$ cat config.mk
export PLATFORM = sky130hd
export DESIGN_NAME = main_mem_arb
export DESIGN_NICKNAME = d
export VERILOG_FILES = /design/src/rtl/etcpu_mem_pkg.sv /design/src/rtl/mem_arb_sat_cnt.sv /design/src/rtl/main_mem_arb.sv
export SDC_FILE = /design/constraint.sdc
export NUM_CORES = 1
export LEC_CHECK = 0
export CORE_AREA = 2 2 117 119
export DETAILED_ROUTE_END_ITERATION = 16
export DIE_AREA = 0 0 119 121
export GPL_TIMING_DRIVEN = 0
export SYNTH_ARGS = -nofsm -noshare
export SYNTH_HDL_FRONTEND = slang
export SYNTH_SLANG_ARGS = --single-unit
$ cat constraint.sdc
create_clock -name clk -period 1.3 [get_ports clk]
set_input_delay 0.26 -clock clk [delete_from_list [all_inputs] [get_ports clk]]
set_output_delay 0.26 -clock clk [all_outputs]
set_load 0.05 [all_outputs]
$ cat src/rtl/etcpu_mem_pkg.sv
// Shared types and defaults for the main-memory arbiter.
// Latency: n/a (types, constants and a width helper only).
// Backpressure: n/a.
package etcpu_mem_pkg;

    // Port ownership: the CPU owns the port out of reset.
    typedef enum logic {
        CPU_OWN = 1'b0,
        DMA_OWN = 1'b1
    } arb_state_t;

    localparam int unsigned BURST_MAX_DEF    = 16;
    localparam int unsigned DMA_MAX_WAIT_DEF = 8;

    // Counter width for values 0..n-1, never narrower than one bit.
    function automatic int unsigned cnt_w(input int unsigned n);
        return (n < 2) ? 1 : $clog2(n);
    endfunction

endpackage

$ cat src/rtl/mem_arb_sat_cnt.sv
// Saturating up-counter with synchronous clear, used for arbiter wait/beat counts.
// Latency: count visible the cycle after an increment or clear.
// Backpressure: none; clear wins over increment, increment at MAX is ignored.
module mem_arb_sat_cnt #(
    parameter int unsigned W   = 4,
    parameter int unsigned MAX = 15
) (
    input  logic         clk,
    input  logic         rst_n,
    input  logic         clr,
    input  logic         inc,
    output logic [W-1:0] cnt
);

    localparam logic [W-1:0] MAX_V = W'(MAX);

    // Clear has priority; otherwise count up until the ceiling.
    always_ff @(posedge clk) begin
        if (!rst_n) begin
            cnt <= '0;
        end else if (clr) begin
            cnt <= '0;
        end else if (inc && (cnt != MAX_V)) begin
            cnt <= cnt + 1'b1;
        end
    end

endmodule

$ cat src/rtl/main_mem_arb.sv
// Shares the single-port main memory between the CPU port (priority) and a bursting DMA port.
// Latency: mem_* is combinational from the owning port; read data returns 1 cycle after the access.
// Backpressure: CPU held via cpu_stall while DMA owns; DMA waits for dma_gnt, bounded by DMA_MAX_WAIT.
module main_mem_arb
    import etcpu_mem_pkg::*;
#(
    parameter int unsigned ADDR_W       = 32,
    parameter int unsigned DAT_W        = 32,
    parameter int unsigned BURST_MAX    = BURST_MAX_DEF,
    parameter int unsigned DMA_MAX_WAIT = DMA_MAX_WAIT_DEF
) (
    input  logic              clk,
    input  logic              rst_n,
    input  logic              cpu_cs,
    input  logic              cpu_wen,
    input  logic [ADDR_W-1:0] cpu_addr,
    input  logic [DAT_W-1:0]  cpu_dat_in,
    output logic [DAT_W-1:0]  cpu_dat_out,
    output logic              cpu_stall,
    input  logic              dma_req,
    input  logic              dma_wen,
    input  logic [ADDR_W-1:0] dma_addr,
    input  logic [DAT_W-1:0]  dma_dat_in,
    input  logic              dma_last,
    output logic              dma_gnt,
    output logic [DAT_W-1:0]  dma_dat_out,
    output logic              dma_rvalid,
    output logic              mem_cs,
    output logic              mem_wen,
    output logic [ADDR_W-1:0] mem_addr,
    output logic [DAT_W-1:0]  mem_dat_in,
    input  logic [DAT_W-1:0]  mem_dat_out
);

    if ((BURST_MAX < 1) || (DMA_MAX_WAIT < 1)) begin : g_bad_params
        $error("main_mem_arb: BURST_MAX and DMA_MAX_WAIT must both be >= 1");
    end

    localparam int unsigned        BEAT_W    = cnt_w(BURST_MAX);
    localparam int unsigned        WAIT_W    = cnt_w(DMA_MAX_WAIT + 1);
    localparam logic [BEAT_W-1:0]  BEAT_LAST = BEAT_W'(BURST_MAX - 1);
    localparam logic [WAIT_W-1:0]  WAIT_SAT  = WAIT_W'(DMA_MAX_WAIT);

    arb_state_t        state;
    logic              rd_dma;
    logic [BEAT_W-1:0] beat_cnt;
    logic [WAIT_W-1:0] wait_cnt;
    logic              dma_beat;
    logic              burst_end;
    logic              grant_dma;

    // A beat is accepted whenever DMA owns the port and asks for it.
    assign dma_beat  = (state == DMA_OWN) && dma_req;
    // Burst ends on the flagged last beat or when the grant's beat allowance is used up.
    assign burst_end = dma_beat && (dma_last || (beat_cnt == BEAT_LAST));
    // CPU keeps the port on a collision until the DMA has waited long enough.
    assign grant_dma = (state == CPU_OWN) && dma_req && (!cpu_cs || (wait_cnt == WAIT_SAT));

    // Cycles the DMA has lost to the CPU; only meaningful while the CPU owns the port.
    mem_arb_sat_cnt #(
        .W   (WAIT_W),
        .MAX (DMA_MAX_WAIT)
    ) u_wait_cnt (
        .clk   (clk),
        .rst_n (rst_n),
        .clr   ((state != CPU_OWN) || !dma_req || grant_dma),
        .inc   (dma_req && cpu_cs),
        .cnt   (wait_cnt)
    );

    // Beats accepted under the current grant; zero whenever the CPU owns the port.
    mem_arb_sat_cnt #(
        .W   (BEAT_W),
        .MAX (BURST_MAX - 1)
    ) u_beat_cnt (
        .clk   (clk),
        .rst_n (rst_n),
        .clr   ((state != DMA_OWN) || !dma_req || burst_end),
        .inc   (dma_beat),
        .cnt   (beat_cnt)
    );

    // Ownership FSM and DMA read-return flag. Every release lands in CPU_OWN for at
    // least one cycle, since a re-grant is only decided from CPU_OWN and takes effect next cycle.
    always_ff @(posedge clk) begin
        if (!rst_n) begin
            state  <= CPU_OWN;
            rd_dma <= 1'b0;
        end else begin
            rd_dma <= dma_beat && !dma_wen;
            case (state)
                CPU_OWN: if (grant_dma) state <= DMA_OWN;
                DMA_OWN: if (!dma_req || burst_end) state <= CPU_OWN;
                default: state <= CPU_OWN;
            endcase
        end
    end

    // Port mux: the owner drives the memory; a CPU request during DMA ownership is held off.
    always_comb begin
        mem_cs     = cpu_cs;
        mem_wen    = cpu_wen;
        mem_addr   = cpu_addr;
        mem_dat_in = cpu_dat_in;
        cpu_stall  = 1'b0;
        if (state == DMA_OWN) begin
            mem_cs     = dma_req;
            mem_wen    = dma_wen;
            mem_addr   = dma_addr;
            mem_dat_in = dma_dat_in;
            cpu_stall  = cpu_cs;
        end
    end

    assign dma_gnt     = (state == DMA_OWN);
    assign dma_rvalid  = rd_dma;
    assign dma_dat_out = mem_dat_out;
    // The CPU only samples this after its own accepted read, so no qualifier is needed.
    assign cpu_dat_out = mem_dat_out;

endmodule

==> run metrics <==
status=finished, violations left; failing checks=negative setup slack; total number of cells along the worst setup path=4; Final Hold Fails=0; Post-Syn Nets=352; NumNets Final=630; Synth-to-Final Area Change=204%; DRT Wirelength=approximately 9 mm; cell mode on critical path=buf_12; GRT Overall Usage=11.2%; die area=14,400 um2; syn avg cell area=approximately 9.4 um2; Bufs and invs on worst path=3; Synth Instances=approximately 180; hold path depth=3; multi-input logic area=1220 um2; height of the die=121 um; Die X=between 100 and 150 um; max-cap viol count=0; placed cells=625; core area=13,100 um2; cell family with most CP delay=buffers and inverters; vias in the first global route=2,360; Yosys top cell area share=a little over two fifths; Sequential Area=204 um2; Main synth FF type=dfxtp_1; CP peak stage delay=about 0.37 ns; worst hold path class=input port to register; HPWL after DPL=7.96 mm; Pwr per Cell Area=660 nW/um2; Iter 0 DRT Violations=29; WP data required=1.04 ns; leak pwr=roughly 2.4 nW; Filler Cell Count=1,300; # DRC=0; worst-margin pin slew=~0.54 ns; Achievable Freq=roughly 610 MHz; DP Area=4900 um2; first-pass GRT wire length=~13 mm; largest net degree at the start of global routing=11; Post-synth top cells=mux2_2 (66), buf_4 (65), dfxtp_1 (10), buf_2 (6), nor2_1 (6); largest cells by area after synthesis=mux2_2 (44%), buf_4 (29%), dfxtp_1 (12%), ha_1 (2.2%), buf_2 (1.8%); Max Slew Vio Count=0; vias per cell=3.62; Worst Setup Path Type=register to primary output; CP startpoint kind=register; RSZ-0062 raised after global routing=yes; total grt overflow=0; flip-flop and latch count after synthesis=10; layout cell share with drive strength beyond 1=48.6%; clk slew on worst S/H paths=0.04 ns; Initial Utilization=13.0%; H-tree Lvls=1; Final setup viols=slightly below 70; slew margin rel.=64.3%; CP endpoint kind=primary output; cell taking the most area after synthesis=mux2_2; Final Non-Filler Cells=635; Unique masters post-synth=24; IO Pins=300; clock skew=0.00380 ns; crit path max-delay cell type=dfxtp_4; CTS Buf Count=3; Post-synth EDFFs=0; min cycle time layout=between 1.5 and 2 ns; Tcrit/Tclk final=126%; Clock Root Buffer=clkbuf_16; Post-synth ARST share=0%; CP Max Fanout=10; reg2reg path depth=6; Syn. warnings=0; TritonCTS clock tree=yes; clock sink count=10; initial antenna violation count=0; First-pass DRT Iterations=4; drt wl/cell=between 10 and 15 um; Worst-Skew Late Latency=0.24 ns; cell breakdown of the critical path=buf_12 -> buf_12 -> mux2_4 -> buf_6; number of diodes=0; Syn Std Cell Area=1710 um2; PortBufs=approximately 270; Max Root-Sink Buffers=2; worst path arrival time=approximately 1.4 ns; Final WS setup=-0.344 ns; GPL Wtd Cong=0.754; cell area after layout=roughly 5200 um2; Vias=2,298; top-count cell post-synth=mux2_2; cell row count=42; total power=0.00342 W; VDD IR max=0.000506 V; ANT nets after route=0; Seq/Total Area, Yosys=11.7%
[area by class of cell]
cell class / count / share of cell area, %
timing repair buffer: 273 / 53.9
multi-input combinational: 95 / 23.5
buffer: 72 / 12.4
tap: 176 / 4.25
sequential: 10 / 3.94
clock buffer: 4 / 1.71
inverter: 5 / 0.362
[through the flow]
step	hold slack, ns	TNS (ns)	utilization, %	worst slack [ns]
after floorplan	0.332	-6.20	-	-0.100
after global placement	0.443	-51.23	37.5	-0.882
after detailed placement	0.457	-51.91	37.5	-0.888
after CTS	0.467	-23.90	37.9	-0.391
after global routing	0.456	-24.38	39.6	-0.383
final	0.421	-21.64	39.6	-0.344
[metal layers]
layer  vias to the layer above  wire, um  global-route usage (%)
met5                         -         0                       0
met1                      1040      3250                    11.7
met4                         0       102                    2.01
met3                         9       748                    2.77
met2                       135      5020                    22.4
li1                       1114         -                       -
[cell usage in the layout, fill, tap and decap left out]
cell type / instances
buf_6: 62
a21oi_1: 2
and2_4: 1
nand3_1: 1
nor2_2: 2
ha_1: 3
dfxtp_4: 1
clkdlybuf4s50_1: 133
nor2b_1: 1
o21ai_0: 1
buf_4: 66
xor2_1: 1
o31ai_2: 1
nand4b_1: 1
nand2_1: 2
nand4_1: 1
dlymetal6s2s_1: 1
o21a_1: 1
o2111ai_1: 1
buf_12: 8
dlygate4sd2_1: 65
dfxtp_1: 9
buf_8: 7
clkbuf_8: 1
inv_1: 5
nand4b_4: 1
clkbuf_16: 5
nor2_1: 6
xnor2_1: 2
mux2_4: 66
clkdlybuf4s15_2: 1
a31o_4: 1
[state kept, by name, indices dropped and copies added, names as in the netlist]
signal          count
u_beat_cnt.cnt      4
u_wait_cnt.cnt      4
dma_gnt             1
dma_rvalid          1
[timing repair]
action	4_1_cts	5_1_grt
hold buffers	0	0
endpoints found under the hold margin	0	0
cloned	0	2
buffers inserted	1	5
resized for setup	522	41
setup endpoints to repair	133	75
[worst register-to-register path, stage by stage (launching register included)]
cell	delay, ns
dfxtp_4	0.36
clkbuf_16	0.16
buf_12	0.14
buf_6	0.11
buf_4	0.12
buf_4	0.13
o31ai_2	0.21
[cells by family (layout without fill, tap and decap cells)]
kind of cell	after synthesis	in the layout	share of synthesized area, %
compound gates	7	7	2.79
xor+xnor	3	3	1.54
flops	10	10	11.7
buf+inv	77	354	32.4
simple gates	16	16	5.80
fa+ha+maj	3	3	2.20
mux	66	66	43.6
[worst paths after layout]
path / startpoint / to / slack (ns)
setup / recovery: dma_gnt$_SDFF_PN0_ / mem_dat_in[17] / -0.34
hold / removal: dma_req / dma_rvalid$_SDFF_PN0_ / 0.42
setup reg to reg: dma_gnt$_SDFF_PN0_ / dma_gnt$_SDFF_PN0_ / -0.01
hold reg to reg: u_beat_cnt.cnt[0]$_SDFFE_PP0P_ / u_beat_cnt.cnt[0]$_SDFFE_PP0P_ / 0.47
[where the power goes]
group          total [W]  internal, W  switching (W)
clock           0.000603     0.000462       0.000141
combinational    0.00250      0.00119        0.00132
sequential      0.000316     0.000311     0.00000483
Power figures use the tool's default switching activity.
==> RTL change (same flow settings) <==
Change the package constant `DMA_MAX_WAIT_DEF` from 8 to 16.
--- a/src/rtl/etcpu_mem_pkg.sv
+++ b/src/rtl/etcpu_mem_pkg.sv
@@ -10,7 +10,7 @@
     } arb_state_t;
 
     localparam int unsigned BURST_MAX_DEF    = 16;
-    localparam int unsigned DMA_MAX_WAIT_DEF = 8;
+    localparam int unsigned DMA_MAX_WAIT_DEF = 16;
 
     // Counter width for values 0..n-1, never narrower than one bit.
     function automatic int unsigned cnt_w(input int unsigned n);
Check against the original RTL: not equivalent (Yosys sat finds a counterexample within 10 cycles, from zero or initial values and one cycle with rst_n low).
==> RTL change against the original RTL <==
The run still ends with setup timing left. Routed wire length rose by 5.9%. Area after synthesis rose by 1.8%. Synthesized cell count rose by 2.7%. Setup slack got worse by 0.0048 ns. First-iteration DRC count rose by 21%. Hold slack got worse by 0.082 ns. Sequential cell count rose by 1. Power fell by 0.68%. Final area rose by 1.5%. Largest cell class unchanged.
==> RTL change: results (changes against the original RTL) <==
| Metric | Value |
|---|---|
| Outcome | `complete, but fails checks` |
| Failing checks | `setup timing` |
| Setup repair bufs after CTS | `3 (+2)` |
| DR vias | `2309 (+0.48%)` |
| Post-DP HPWL | `8310 um (+4.4%)` |
| Area contributors post-synth | `mux2_2, buf_4, dfxtp_1` |
| Nets | `636 (+0.95%)` |
| Placed cell area | `0.00497 mm^2 (+1.5%)` |
| Met2 Track Usage GR | `22.6% (+0.14 points)` |
| WL met3 | `761 um (+1.7%)` |
| RePlAce Congestion | `0.775 (+2.9%)` |
| Routed WL per cell | `15.1 um (+4.9%)` |
| Distinct cells, synth | `21 (-13%)` |
| Leak Pwr | `2.40 nW (about the same)` |
| IO Port Bufs | `266 (-0.37%)` |
| Setup WS post-layout | `-0.349 ns (-0.00485 ns)` |
| M1 GR Usage | `13.3% (+1.6 points)` |
| Sequential share of the synthesized area | `12.7% (+0.95 points)` |
| Leading cell types by count after synthesis | `mux2_2, buf_4, dfxtp_1` |
| Cells after DPL | `629 (+0.64%)` |
| Mapped Avg Cell Area | `9.28 um^2 (-0.96%)` |
| Fin Setup TNS | `-22.25 ns (-0.609 ns)` |
| Net Count, Synth | `357 (+1.4%)` |
| Clk_skew | `0.00145 ns (-0.00236 ns)` |
| Total GRT Usage | `11.9% (+0.75 points)` |
| Worst-Margin Slew | `0.537 ns (-0.00116 ns)` |
| Setup violators final | `73 (+5.8%)` |
| Vias/cell | `3.60 (-0.46%)` |
| Yosys Warn Count | `0 (unchanged)` |
| Vias in the first global route | `2362 (+0.085%)` |
| Met3 global-route usage | `3.76% (+0.99 points)` |
| Top flop regs | `u_wait_cnt.cnt x5, u_beat_cnt.cnt x4` |
| Metal1 wirelength | `3500 um (+8.0%)` |
| Post-Place Setup Slack | `-0.765 ns (+0.123 ns)` |
| Post-CTS Resized | `553 (+5.9%)` |
| Met2 wire len | `5290 um (+5.5%)` |
| First DRT Iteration DRCs | `35 (+21%)` |
| Maximum vdd drop | `0.470 mV (-7.2%)` |
| Critical path fanouts, max | `10 (unchanged)` |
| Share of layout cells above drive strength 1 | `49.9% (+1.3 points)` |
==> RTL change: changes by cell type in the layout (fill, tap and decap cells not counted), moves of 2 or more <==
cell | unedited run | this run
buf_16 | 0 | 3
buf_6 | 62 | 64
buf_8 | 7 | 3
inv_1 | 5 | 3
nand2_1 | 2 | 0
buf_4 | 66 | 68
==> RTL change: power by group <==
part	leakage [nW]	switching (mW)	total, mW	internal (mW)
Combinational	2.28	1.31	2.50	1.19
Sequential	0.0908	0.00496	0.345	0.340
Clock	0.0382	0.141	0.552	0.411
==> RTL change: worst paths after layout <==
check | startpoint | to | slack, ns | cells after the start
max reg2reg | u_wait_cnt.cnt[0]$_SDFFE_PP0P_ | u_wait_cnt.cnt[0]$_SDFFE_PP0P_ | -0.09 | 5
max | dma_gnt$_SDFF_PN0_ | mem_addr[2] | -0.35 | 4
min | dma_req | dma_gnt$_SDFF_PN0_ | 0.34 | 3
min reg2reg | u_beat_cnt.cnt[0]$_SDFFE_PP0P_ | u_beat_cnt.cnt[0]$_SDFFE_PP0P_ | 0.48 | 1
==> RTL change: worst min-delay path: cells and delay by family <==
family	cells	cell delay [ns]
buf+inv	1	0.15
simple gates	1	0.07
compound gates	1	0.05
==> RTL change: cell type report <==
class	instances	area (um^2)
multi-input combinational	98	1250
sequential	11	229
timing repair buffer	274	2820
fill	1281	7820
inverter	5	21.3
tap	176	220
clock buffer	4	78.8
buffer	73	646
==> RTL change: cells by family (layout without fill, tap and decap cells) <==
family	after synthesis	count (layout)	synth area share, %
AND/OR/NAND/NOR	19	19	6.49
buffers and inverters	78	356	31.5
AO/OA/AOI/OAI	5	5	1.80
adder cells (fa/ha/maj)	3	3	2.16
multiplexers	66	66	42.8
flip-flops	11	11	12.7
XOR/XNOR	5	5	2.52
